[src/rtl/axi_burst_addr_gen_if.sv]
// Request/beat bundle for axi_burst_addr_gen: AxID/AxADDR/AxLEN/AxSIZE/AxBURST in, per-beat info out.
// slave = generator side, master = requester/consumer side.
interface axi_burst_addr_gen_if #(
    parameter int ADDR_W = 32,
    parameter int DATA_W = 32,
    parameter int ID_W   = 4,
    parameter int LEN_W  = 8
);
    localparam int NB = DATA_W / 8;

    logic              req_valid;
    logic              req_ready;
    logic [ID_W-1:0]   req_id;
    logic [ADDR_W-1:0] req_addr;
    logic [LEN_W-1:0]  req_len;
    logic [2:0]        req_size;
    logic [1:0]        req_burst;

    logic              beat_valid;
    logic              beat_ready;
    logic [ID_W-1:0]   beat_id;
    logic [ADDR_W-1:0] beat_addr;
    logic [NB-1:0]     beat_strb;
    logic [LEN_W-1:0]  beat_idx;
    logic              beat_last;
    logic              beat_err;

    modport slave (
        input  req_valid, req_id, req_addr, req_len, req_size, req_burst, beat_ready,
        output req_ready, beat_valid, beat_id, beat_addr, beat_strb, beat_idx, beat_last, beat_err
    );

    modport master (
        output req_valid, req_id, req_addr, req_len, req_size, req_burst, beat_ready,
        input  req_ready, beat_valid, beat_id, beat_addr, beat_strb, beat_idx, beat_last, beat_err
    );
endinterface

[src/rtl/axi_burst_addr_gen.sv]
// Expands one AXI4 address request into per-beat addr/strb/idx/last/err (FIXED/INCR/WRAP); AXI_4K_CHECK_EN adds 4 KB-crossing err.
// Latency: first beat the cycle after the request handshake, then one beat per cycle; zero bubble between bursts.
// Backpressure: beat outputs hold while beat_ready is low; req_ready only in IDLE or on the last-beat handshake.
module axi_burst_addr_gen #(
    parameter int ADDR_W = 32,
    parameter int DATA_W = 32,
    parameter int ID_W   = 4,
    parameter int LEN_W  = 8
) (
    input logic                 ACLK,
    input logic                 ARESETn,
    axi_burst_addr_gen_if.slave bus
);
    localparam int NB  = DATA_W / 8;
    localparam int LB  = $clog2(NB);
    localparam int LBW = (LB == 0) ? 1 : LB;
    localparam int LW1 = LBW + 1;

    localparam logic [1:0] BT_FIXED = 2'b00;
    localparam logic [1:0] BT_INCR  = 2'b01;
    localparam logic [1:0] BT_WRAP  = 2'b10;

    typedef enum logic {IDLE, BURST} state_t;

    state_t            state;
    logic [ID_W-1:0]   id_q;
    logic [ADDR_W-1:0] addr_q;
    logic [NB-1:0]     strb_q;
    logic [LEN_W-1:0]  idx_q;
    logic              last_q;
    logic              err_q;
    logic [LEN_W-1:0]  len_q;
    logic [2:0]        size_q;
    logic [1:0]        burst_q;
    logic [ADDR_W-1:0] wmask_q;

    // Lanes from the address offset up to the end of the B-aligned container holding it.
    function automatic logic [NB-1:0] strb_of(input logic [ADDR_W-1:0] a, input logic [2:0] sz);
        logic [LW1-1:0] lo;
        logic [LW1-1:0] hi;
        logic [LW1-1:0] bm1;
        strb_of = '0;
        bm1 = LW1'((1 << sz) - 1);
        lo  = {1'b0, a[LBW-1:0] & LBW'(NB - 1)};
        hi  = (lo & ~bm1) + bm1;
        for (int i = 0; i < NB; i++)
            strb_of[i] = (LW1'(i) >= lo) && (LW1'(i) <= hi);
    endfunction

    logic [2:0]        size_c;
    logic [ADDR_W-1:0] bmask_c;
    logic [ADDR_W-1:0] wmask_c;
    logic              wrap_ok;
    logic              err_c;
    logic [1:0]        burst_c;
`ifdef AXI_4K_CHECK_EN
    logic [ADDR_W-1:0] end_c;
`endif

    always_comb begin
        size_c  = (bus.req_size > 3'(LB)) ? 3'(LB) : bus.req_size;
        bmask_c = (ADDR_W'(1) << size_c) - ADDR_W'(1);
        // (len+1)*B - 1: wrap window mask, and also the byte span of an INCR burst minus one
        wmask_c = ((ADDR_W'(bus.req_len) + ADDR_W'(1)) << size_c) - ADDR_W'(1);
        wrap_ok = ((bus.req_len == LEN_W'(1)) || (bus.req_len == LEN_W'(3)) ||
                   (bus.req_len == LEN_W'(7)) || (bus.req_len == LEN_W'(15))) &&
                  ((bus.req_addr & bmask_c) == '0);
        err_c   = (bus.req_size > 3'(LB));
        burst_c = BT_INCR;
        case (bus.req_burst)
            BT_FIXED: burst_c = BT_FIXED;
            BT_INCR:  burst_c = BT_INCR;
            BT_WRAP: begin
                if (wrap_ok) burst_c = BT_WRAP;
                else         err_c   = 1'b1;
            end
            default:  err_c = 1'b1;
        endcase
`ifdef AXI_4K_CHECK_EN
        end_c = (bus.req_addr & ~bmask_c) + wmask_c;
        if ((burst_c == BT_INCR) && (end_c[ADDR_W-1:12] != bus.req_addr[ADDR_W-1:12]))
            err_c = 1'b1;
`endif
    end

    logic [ADDR_W-1:0] b_n;
    logic [ADDR_W-1:0] nxt_addr;

    always_comb begin
        b_n = ADDR_W'(1) << size_q;
        case (burst_q)
            BT_FIXED: nxt_addr = addr_q;
            BT_WRAP:  nxt_addr = (addr_q & ~wmask_q) | ((addr_q + b_n) & wmask_q);
            default:  nxt_addr = (addr_q & ~(b_n - ADDR_W'(1))) + b_n;
        endcase
    end

    logic beat_fire;
    logic req_rdy;
    logic req_fire;

    assign beat_fire = (state == BURST) & bus.beat_ready;
    assign req_rdy   = (state == IDLE) | (beat_fire & last_q);
    assign req_fire  = bus.req_valid & req_rdy;

    always_ff @(posedge ACLK or negedge ARESETn) begin
        if (!ARESETn) begin
            state   <= IDLE;
            id_q    <= '0;
            addr_q  <= '0;
            strb_q  <= '0;
            idx_q   <= '0;
            last_q  <= 1'b0;
            err_q   <= 1'b0;
            len_q   <= '0;
            size_q  <= '0;
            burst_q <= BT_FIXED;
            wmask_q <= '0;
        end else if (req_fire) begin
            state   <= BURST;
            id_q    <= bus.req_id;
            addr_q  <= bus.req_addr;
            strb_q  <= strb_of(bus.req_addr, size_c);
            idx_q   <= '0;
            last_q  <= (bus.req_len == '0);
            err_q   <= err_c;
            len_q   <= bus.req_len;
            size_q  <= size_c;
            burst_q <= burst_c;
            wmask_q <= wmask_c;
        end else if (beat_fire) begin
            if (last_q) begin
                state  <= IDLE;
                last_q <= 1'b0;
            end else begin
                addr_q <= nxt_addr;
                strb_q <= strb_of(nxt_addr, size_q);
                idx_q  <= idx_q + LEN_W'(1);
                last_q <= ((idx_q + LEN_W'(1)) == len_q);
            end
        end
    end

    assign bus.req_ready  = req_rdy;
    assign bus.beat_valid = (state == BURST);
    assign bus.beat_id    = id_q;
    assign bus.beat_addr  = addr_q;
    assign bus.beat_strb  = strb_q;
    assign bus.beat_idx   = idx_q;
    assign bus.beat_last  = last_q;
    assign bus.beat_err   = err_q;
endmodule

[src/flat_wrapper.sv]
// flat-port wrapper written by rule: the top's interface ports become plain ports
module axi_burst_addr_gen_flat 
#(
    parameter int ADDR_W = 32,
    parameter int DATA_W = 32,
    parameter int ID_W   = 4,
    parameter int LEN_W  = 8
)
  (ACLK, ARESETn, bus_req_valid, bus_req_id, bus_req_addr, bus_req_len, bus_req_size, bus_req_burst, bus_beat_ready, bus_req_ready, bus_beat_valid, bus_beat_id, bus_beat_addr, bus_beat_strb, bus_beat_idx, bus_beat_last, bus_beat_err);
  axi_burst_addr_gen_if #(.ADDR_W(ADDR_W), .DATA_W(DATA_W), .ID_W(ID_W), .LEN_W(LEN_W)) bus_i ();
  input logic ACLK;
  input logic ARESETn;
  input wire logic [$bits(bus_i.req_valid)-1:0] bus_req_valid;
  input wire logic [$bits(bus_i.req_id)-1:0] bus_req_id;
  input wire logic [$bits(bus_i.req_addr)-1:0] bus_req_addr;
  input wire logic [$bits(bus_i.req_len)-1:0] bus_req_len;
  input wire logic [$bits(bus_i.req_size)-1:0] bus_req_size;
  input wire logic [$bits(bus_i.req_burst)-1:0] bus_req_burst;
  input wire logic [$bits(bus_i.beat_ready)-1:0] bus_beat_ready;
  output wire logic [$bits(bus_i.req_ready)-1:0] bus_req_ready;
  output wire logic [$bits(bus_i.beat_valid)-1:0] bus_beat_valid;
  output wire logic [$bits(bus_i.beat_id)-1:0] bus_beat_id;
  output wire logic [$bits(bus_i.beat_addr)-1:0] bus_beat_addr;
  output wire logic [$bits(bus_i.beat_strb)-1:0] bus_beat_strb;
  output wire logic [$bits(bus_i.beat_idx)-1:0] bus_beat_idx;
  output wire logic [$bits(bus_i.beat_last)-1:0] bus_beat_last;
  output wire logic [$bits(bus_i.beat_err)-1:0] bus_beat_err;
  assign bus_i.req_valid = bus_req_valid;
  assign bus_i.req_id = bus_req_id;
  assign bus_i.req_addr = bus_req_addr;
  assign bus_i.req_len = bus_req_len;
  assign bus_i.req_size = bus_req_size;
  assign bus_i.req_burst = bus_req_burst;
  assign bus_i.beat_ready = bus_beat_ready;
  assign bus_req_ready = bus_i.req_ready;
  assign bus_beat_valid = bus_i.beat_valid;
  assign bus_beat_id = bus_i.beat_id;
  assign bus_beat_addr = bus_i.beat_addr;
  assign bus_beat_strb = bus_i.beat_strb;
  assign bus_beat_idx = bus_i.beat_idx;
  assign bus_beat_last = bus_i.beat_last;
  assign bus_beat_err = bus_i.beat_err;
  axi_burst_addr_gen #(.ADDR_W(ADDR_W), .DATA_W(DATA_W), .ID_W(ID_W), .LEN_W(LEN_W)) u_core (.ACLK(ACLK), .ARESETn(ARESETn), .bus(bus_i));
endmodule
[config.mk]
export PLATFORM = sky130hd
export DESIGN_NAME = axi_burst_addr_gen_flat
export DESIGN_NICKNAME = d
export VERILOG_FILES = /design/src/rtl/axi_burst_addr_gen_if.sv /design/src/rtl/axi_burst_addr_gen.sv /design/src/flat_wrapper.sv
export SDC_FILE = /design/constraint.sdc
export NUM_CORES = 1
export LEC_CHECK = 0
export BUFFER_PORTS_ARGS = -buffer_cell sky130_fd_sc_hd__buf_2
export CAP_MARGIN = 20
export CORE_MARGIN = 4
export CORE_UTILIZATION = 59
export DETAILED_ROUTE_END_ITERATION = 10
export GPL_ROUTABILITY_DRIVEN = 0
export PLACE_DENSITY = 0.82
export RECOVER_POWER = 50
export SLEW_MARGIN = 40
export SYNTH_ARGS = -nofsm -noshare
export SYNTH_HDL_FRONTEND = slang
export SYNTH_SLANG_ARGS = --single-unit
export TNS_END_PERCENT = 10
[constraint.sdc]
create_clock -name ACLK -period 3.6 [get_ports ACLK]
set_input_delay 0.72 -clock ACLK [delete_from_list [all_inputs] [get_ports ACLK]]
set_output_delay 0.72 -clock ACLK [all_outputs]
set_load 0.05 [all_outputs]
==> impl_metrics.csv, run 1 <==
group,metric,value,unit
status,status,"finished with violations",
status,failed_checks,"capacitance limit, slew limit",
finish,regArea,0.00238,mm^2
sta,final-setup-viol-count,0,
routing,initialDrtViolationCount,979,
power_and_ir_drop,p_per_area,810,mW/mm^2
critical_path,arrival,3530,ps
routing,firstDrtPassIters,6,
finish,syn2layout_area_growth,11.8,%
sta,timing.final.crit_share,0.915,
critical_path,r2r_slack,300,ps
critical_path,worstReg2RegStart,"u_core.size_q[1]",
sta,finalHoldViolCount,0,
sta,finalMaxSlewViolations,150,
routing,viasPerCell,6.55,
die,die_y,121,um
clocking,cts_tree,"built",
yosys,synth_top_family_by_area,"simple AND/OR/NAND/NOR gates",
routing,wl_per_cell,19.3,um
routing,wl,22.2,mm
clocking,clock-root-buffer,"clkbuf_16",
sta,finalSetupTns,0,ps
power_and_ir_drop,ir_drop,0.463,mV
finish,n_fill_cell,1026,
critical_path,worstSetupPathType,"flop to flop",
die,io_pins,105,
yosys,synth_compound_area_frac,0.244,
yosys,synth-seq-cells,95,
global_route,grt_usage,0.306,
yosys,synth_xor_area_frac,0.0780,
clocking,clk_path_buf_depth,2,
yosys,ys.flop_type,"dfrtp_1",
sta,slew_headroom,-0.884,
critical_path,worstRegToRegCells,11,
finish,antennaDiodeCount,0,
finish,fin_nets,1055,
yosys,synthArstFlopShare,1.00,
clocking,cts_resized,0,
sta,finalCriticalPeriod,3300,ps
global_route,grt_max_degree,100,
critical_path,cp.required,3830,ps
clocking,clk_latency,350,ps
hold_path,hold-path-cell-count,2,
die,fp.dieW,121,um
yosys,yosysSeqAreaShare,0.317,
finish,multi_input_area,0.00473,mm^2
hold_path,hold_start,"u_core.bus.beat_id[0]",
global_route,grt.overflow.total,0,
placed_design,hpwlAfterDp,15.4,mm
routing,num_vias,7550,
sta,hold-worst-slack,481,ps
run,cap_viol_max_count,2,
sta,rsz0062_at_grt,"false",
critical_path,r2r_end,"u_core.bus.beat_addr[22]",
hold_path,hold_end,"u_core.bus.beat_id[0]",
die,core-area,0.0122,mm^2
placed_design,port_buffers,104,
yosys,postSynthAreaPerCell,8.27,um^2
die,rows,40,
yosys,synth_mux_area_frac,0.0155,
routing,drcViolationCount,0,
sta,max_freq,0.303,GHz
global_route,grt_pass1_wl,35.9,mm
yosys,synth_fa_ha_area_frac,0.0405,
die,die-area,0.0146,mm^2
clocking,path_clk_slew,60,ps
global_route,grt_pass1_vias,6928,
global_route,antenna_found_initial,0,
die,start_util,0.615,
clocking,cts.sinks,95,
yosys,synth-simple-area-share,0.249,
yosys,synthCells,908,
critical_path,worstSetupEndpointType,"flop",
clocking,cts_buffers,9,
clocking,htreeDepth,3,
critical_path,cp-start-kind,"flop",
sta,worst_pin_slew,2830,ps
yosys,yosysWarnings,0,
power_and_ir_drop,p_leak,3.74,nW
sta,skew,8.84,ps
hold_path,holdCritPathClass,"flop to flop",
yosys,syn_area,0.00751,mm^2
finish,drive_gt1_frac,0.174,
critical_path,crit_path_max_fanout,11,
clocking,cts_setup_buffers,0,
clocking,hold_buffers,0,
yosys,synth_edf_count,0,
routing,antenna_left,0,
yosys,ys_types,106,
==> cells by family (layout without fill, tap and decap cells) <==
family | Yosys count | after routing
AO/OA/AOI/OAI | 269 | 269
XOR/XNOR | 66 | 66
adder cells (fa/ha/maj) | 24 | 24
buffers and inverters | 82 | 155
flip-flops | 95 | 95
multiplexers | 11 | 11
other | 2 | 5
AND/OR/NAND/NOR | 359 | 359
==> how the worst max path moves through the flow <==
| stage | slack, ps | to | from | cells past startpoint |
|---|---|---|---|---|
| after floorplan | 410 | u_core.bus.beat_strb[3] | u_core.size_q[1] | 15 |
| after global placement | 530 | u_core.bus.beat_addr[22] | u_core.size_q[1] | 11 |
| after detailed placement | 430 | u_core.bus.beat_addr[22] | u_core.size_q[1] | 11 |
| after CTS | 360 | u_core.bus.beat_strb[3] | u_core.size_q[1] | 12 |
| after global routing | 90 | u_core.bus.beat_addr[22] | u_core.size_q[1] | 11 |
| final | 300 | u_core.bus.beat_addr[22] | u_core.size_q[1] | 11 |
==> flip-flops by register name, indices dropped and copies added (netlist names) <==
name / flops
u_core.bus.beat_err: 1
u_core.len_q: 8
u_core.bus.beat_valid: 1
u_core.bus.beat_strb: 4
u_core.bus.beat_idx: 8
u_core.burst_q: 2
u_core.bus.beat_last: 1
u_core.bus.beat_id: 4
u_core.bus.beat_addr: 32
u_core.size_q: 3
u_core.wmask_q: 31
==> layout make-up <==
class / instances / area share
Clock buffer: 12 / 0.0305
Multi-Input combinational cell: 734 / 0.564
Sequential cell: 95 / 0.283
Tap cell: 168 / 0.0250
Timing Repair Buffer: 125 / 0.0797
Clock inverter: 3 / 0.0107
Inverter: 15 / 0.00700
==> metrics by stage <==
stage	std cells	util	setup slack, ps	power [mW]	cell area, um^2
CTS	1152	0.691	358	6.76	8430
floorplan	911	-	407	4.73	7520
global route	1152	0.688	91.2	7.21	8400
global placement	1137	0.662	527	5.52	8090
detailed placement	1137	0.662	435	5.60	8090
finish	1152	0.688	304	6.80	8400
==> per-layer routing <==
layer / vias to the layer above / wire length (um) / track usage
li1: 3462 / - / -
met1: 3581 / 9300 / 0.446
met2: 436 / 9790 / 0.460
met3: 71 / 2540 / 0.0603
met4: 0 / 573 / 0.0928
met5: - / 0 / 0
==> critical path: stages (launching register included) <==
cell and delay, ps:
dfrtp_1 460, nor3_1 400, ha_1 380, ha_1 270
maj3_1 190, a2bb2oi_1 110, o32ai_1 380, buf_4 260
nand2_1 120, nor2_2 240, a21oi_1 100, a311o_1 280
==> cell usage in the layout (no fill, tap or decap), types with 7 or more instances in the layout <==
cell type	netlist	final
buf_2	13	89
a21oi_1	55	55
a211oi_1	8	8
nand2b_1	9	9
and3_1	8	8
nand4_1	23	23
clkbuf_16	0	9
dfrtp_1	95	95
xor2_1	29	29
a31oi_1	17	17
ha_1	21	21
nor3_1	27	27
o21ai_0	60	59
o22ai_1	18	18
inv_1	13	13
xnor2_1	36	36
nand2_1	117	116
nor2_1	72	72
clkbuf_1	34	16
buf_4	11	19
mux2i_1	9	9
or3_1	7	7
o211ai_1	11	11
a21o_1	25	25
nand3_1	32	32
==> synth_stat cells (3+ instances only) <==
cell type  count  area share
a31oi_1       17       0.014
and3_1         8      0.0067
buf_2         13      0.0087
nand2b_1       9      0.0075
nor4_1         6      0.0050
nor2b_1        6      0.0050
a21oi_1       55       0.037
a22oi_1        4      0.0040
dfrtp_1       95        0.32
a21o_1        25       0.025
xnor2_1       36       0.042
a22o_1         3      0.0035
nand4_1       23       0.019
nand3_1       32       0.021
o22ai_1       18       0.015
o32ai_1        3      0.0035
or2_2          6      0.0050
and2_1         7      0.0058
a211oi_1       8      0.0080
nand3b_1       3      0.0030
ha_1          21       0.035
inv_1         13      0.0065
a311oi_1       4      0.0047
buf_6          6      0.0090
nor3b_1        3      0.0030
or3_1          7      0.0058
clkbuf_1      34       0.017
nor2_1        72       0.036
nand2_1      117       0.058
a221oi_1       6      0.0070
nor3_1        27       0.018
xor2_1        29       0.034
a32oi_1        3      0.0035
o2111ai_1      6      0.0070
mux2i_1        9       0.012
buf_4         11       0.011
o31ai_1        5      0.0050
o211ai_1      11       0.011
o21ai_0       60       0.040
and4_1         4      0.0047
and4_4         3      0.0045
==> power by group <==
part	internal, mW	switching [mW]
clock network	0.714	0.419
registers	1.44	0.629
logic	1.20	2.40
total	3.35	3.45
(Power assumes the default switching activity.)
==> run 2: changes to the inputs <==
--- a/config.mk
+++ b/config.mk
@@ -5,10 +5,11 @@
 export SDC_FILE = /design/constraint.sdc
 export NUM_CORES = 1
 export LEC_CHECK = 0
+export ABC_AREA = 1
 export BUFFER_PORTS_ARGS = -buffer_cell sky130_fd_sc_hd__buf_2
 export CAP_MARGIN = 20
 export CORE_MARGIN = 4
-export CORE_UTILIZATION = 59
+export CORE_UTILIZATION = 60
 export DETAILED_ROUTE_END_ITERATION = 10
 export GPL_ROUTABILITY_DRIVEN = 0
 export PLACE_DENSITY = 0.82
==> run 2 against run 1 <==
  * The flow still finishes with violations (capacitance limit, slew limit)
  * Worst setup slack better by 220 ps
  * Maximum frequency rose by 7.0%
  * Via count grew 10%
  * Sequential share of layout area is 1.7 points lower
  * Combinational power is 11% lower
  * Final area increased by 6.5%
  * Largest cell class unchanged
==> impl_metrics.csv, run 2 <==
group,metric,value,unit
critical_path,worstSetupEndpointType,"flop",
clocking,clk_latency,360,ps
placed_design,port_buffers,104,
finish,largest_reg_flops,32,
sta,finalMaxSlewViolations,47,
routing,drcViolationCount,0,
finish,regArea,0.00238,mm^2
global_route,use_met1,0.429,
clocking,hold_buffers,0,
yosys,yosysSeqAreaShare,0.297,
hold_path,holdCritPathClass,"flop to flop",
yosys,yosysMostFrequentCell,"nand2_1",
yosys,synthCells,1226,
global_route,antenna_found_initial,0,
die,io_pins,105,
global_route,grt_busiest_layer,"met2",
sta,final-setup-viol-count,0,
sta,skew,6.45,ps
clocking,cts.sinks,95,
sta,worst_pin_slew,2470,ps
global_route,grt_use_met3,0.0590,
yosys,synth_edf_count,0,
yosys,postSynthAreaPerCell,6.54,um^2
run,cap_viol_max_count,1,
power_and_ir_drop,p_per_area,677,mW/mm^2
power_and_ir_drop,ir_drop,0.505,mV
placed_design,pre_cts_ws,557,ps
sta,finalSetupTns,0,ps
finish,mostFrequentLayoutCells,"370 x nand2_1, 164 x inv_1, 121 x nand3_1",
clocking,cts_resized,0,
die,core-area,0.0128,mm^2
yosys,yosysWarnings,0,
global_route,met2_usage,0.476,
die,fp.dieW,124,um
clocking,cts_tree,"built",
critical_path,worstSetupPathType,"flop to flop",
finish,drive_gt1_frac,0.175,
power_and_ir_drop,swShare,0.531,
power_and_ir_drop,p_sw,3.22,mW
sta,rsz0062_at_grt,"false",
power_and_ir_drop,p_leak,4.79,nW
yosys,synth.top_cell.area_share,0.297,
routing,antenna_left,0,
clocking,cts_buffers,9,
critical_path,arrival,3320,ps
yosys,yosysTopAreaCell,"dfrtp_1",
yosys,synth-seq-cells,95,
routing,firstDrtPassIters,6,
die,start_util,0.625,
power_and_ir_drop,pwr-share-clk,0.159,
clocking,htreeDepth,3,
power_and_ir_drop,seqPwrFrac,0.312,
sta,finalCriticalPeriod,3080,ps
yosys,ys.flop_type,"dfrtp_1",
routing,initialDrtViolationCount,959,
yosys,synth_area_leaders,"dfrtp_1 30%, nand2_1 17%, inv_1 7.6%",
placed_design,hpwlAfterDp,16.5,mm
clocking,clk_path_buf_depth,2,
global_route,grt_usage,0.306,
status,failed_checks,"capacitance limit, slew limit",
sta,finalHoldViolCount,0,
finish,multi_input_area,0.00479,mm^2
global_route,grt_pass1_wl,37.0,mm
finish,final_cells,1495,
die,die_y,124,um
sta,max_freq,0.325,GHz
global_route,grt_max_degree,113,
global_route,grt.overflow.total,0,
yosys,synthArstFlopShare,1.00,
die,die-area,0.0153,mm^2
finish,n_fill_cell,1119,
sta,timing.final.crit_share,0.855,
global_route,grt_pass1_vias,7564,
routing,wl,22.6,mm
power_and_ir_drop,p_comb_frac,0.529,
finish,mostFrequentLayoutCell,"nand2_1",
finish,fin_nets,1393,
power_and_ir_drop,intPower,2.84,mW
routing,viasPerCell,5.58,
finish,syn2layout_area_growth,11.6,%
sta,slew_headroom,-0.644,
yosys,yosys-top-cells-count,"371 x nand2_1, 163 x inv_1, 121 x nand3_1",
sta,fin_ws,521,ps
clocking,path_clk_slew,70,ps
clocking,clock-root-buffer,"clkbuf_16",
critical_path,cp.required,3840,ps
routing,wl_per_cell,15.1,um
clocking,cts_setup_buffers,0,
placed_design,placed_cells,1478,
die,rows,41,
finish,antennaDiodeCount,0,
status,status,"finished with violations",
routing,num_vias,8341,
yosys,ys_types,56,
yosys,syn_area,0.00801,mm^2
critical_path,cp-start-kind,"flop",
critical_path,crit_path_max_fanout,9,
-- run 2: power groups by stage --
stage	Combinational (mW)	Clock (mW)	Sequential, mW
3_3_place_gp	3.12	0	1.88
4_1_cts	3.20	0.981	1.87
6_report	3.20	0.964	1.89
2_1_floorplan	1.84	0	2.39
5_1_grt	3.54	1.03	1.93
3_5_place_dp	3.18	0	1.88
-- run 2: final timing paths --
kind,from,slack [ps],endpoint,cells past startpoint
max,u_core.size_q[2],520,u_core.bus.beat_addr[30],17
min,u_core.bus.beat_id[1],480,u_core.bus.beat_id[1],2
max reg2reg,u_core.size_q[2],520,u_core.bus.beat_addr[30],17
min reg2reg,u_core.bus.beat_id[1],480,u_core.bus.beat_id[1],2
max in group asynchronous,ARESETn,780,u_core.wmask_q[15],2
min in group asynchronous,ARESETn,1110,u_core.bus.beat_addr[5],1
-- run 2: layer usage --
metal	up-vias	wire length [um]
met4	0	462
met2	424	10200
met3	37	2250
li1	4093	-
met5	-	0
met1	3787	9750
-- run 2: kinds of logic after synthesis --
kind of cell    after synthesis  share of synthesized area
compound gates              168                      0.123
flops                        95                      0.297
xor+xnor                     26                     0.0294
simple gates                698                      0.407
fa+ha+maj                    22                     0.0353
buf+inv                     215                      0.108
other cells                   2                   0.000937
-- run 2: final cells by class --
class                      instances  area share
multi-input combinational        919       0.535
sequential                        95       0.266
inverter                         180      0.0761
timing repair buffer             113      0.0652
clock buffer                      14      0.0318
tap                              172      0.0241
clock inverter                     2     0.00140
-- run 2: critical path, cell delays in order (launching register included) --
cell	delay (ps)
dfrtp_1	700
inv_4	130
nand2_2	150
nor2_1	70
ha_1	290
fa_1	420
nand3_1	90
nand3_1	160
nand3_1	140
nand2_2	120
nand2_1	220
o21ai_0	140
nand3_1	80
nand2_1	50
inv_1	60
nand2_1	50
nand2_1	50
nand2_1	50
-- run 2: metrics by stage --
stage          total power [mW]  cell area, um^2  utilization  hold slack (ps)
6_report                   6.05             8940        0.697              480
4_1_cts                    6.04             8950        0.698              382
5_1_grt                    6.50             8940        0.697              507
3_3_place_gp               5.00             8660        0.675              461
2_1_floorplan              4.23             8030            -              424
3_5_place_dp               5.06             8660        0.675              460
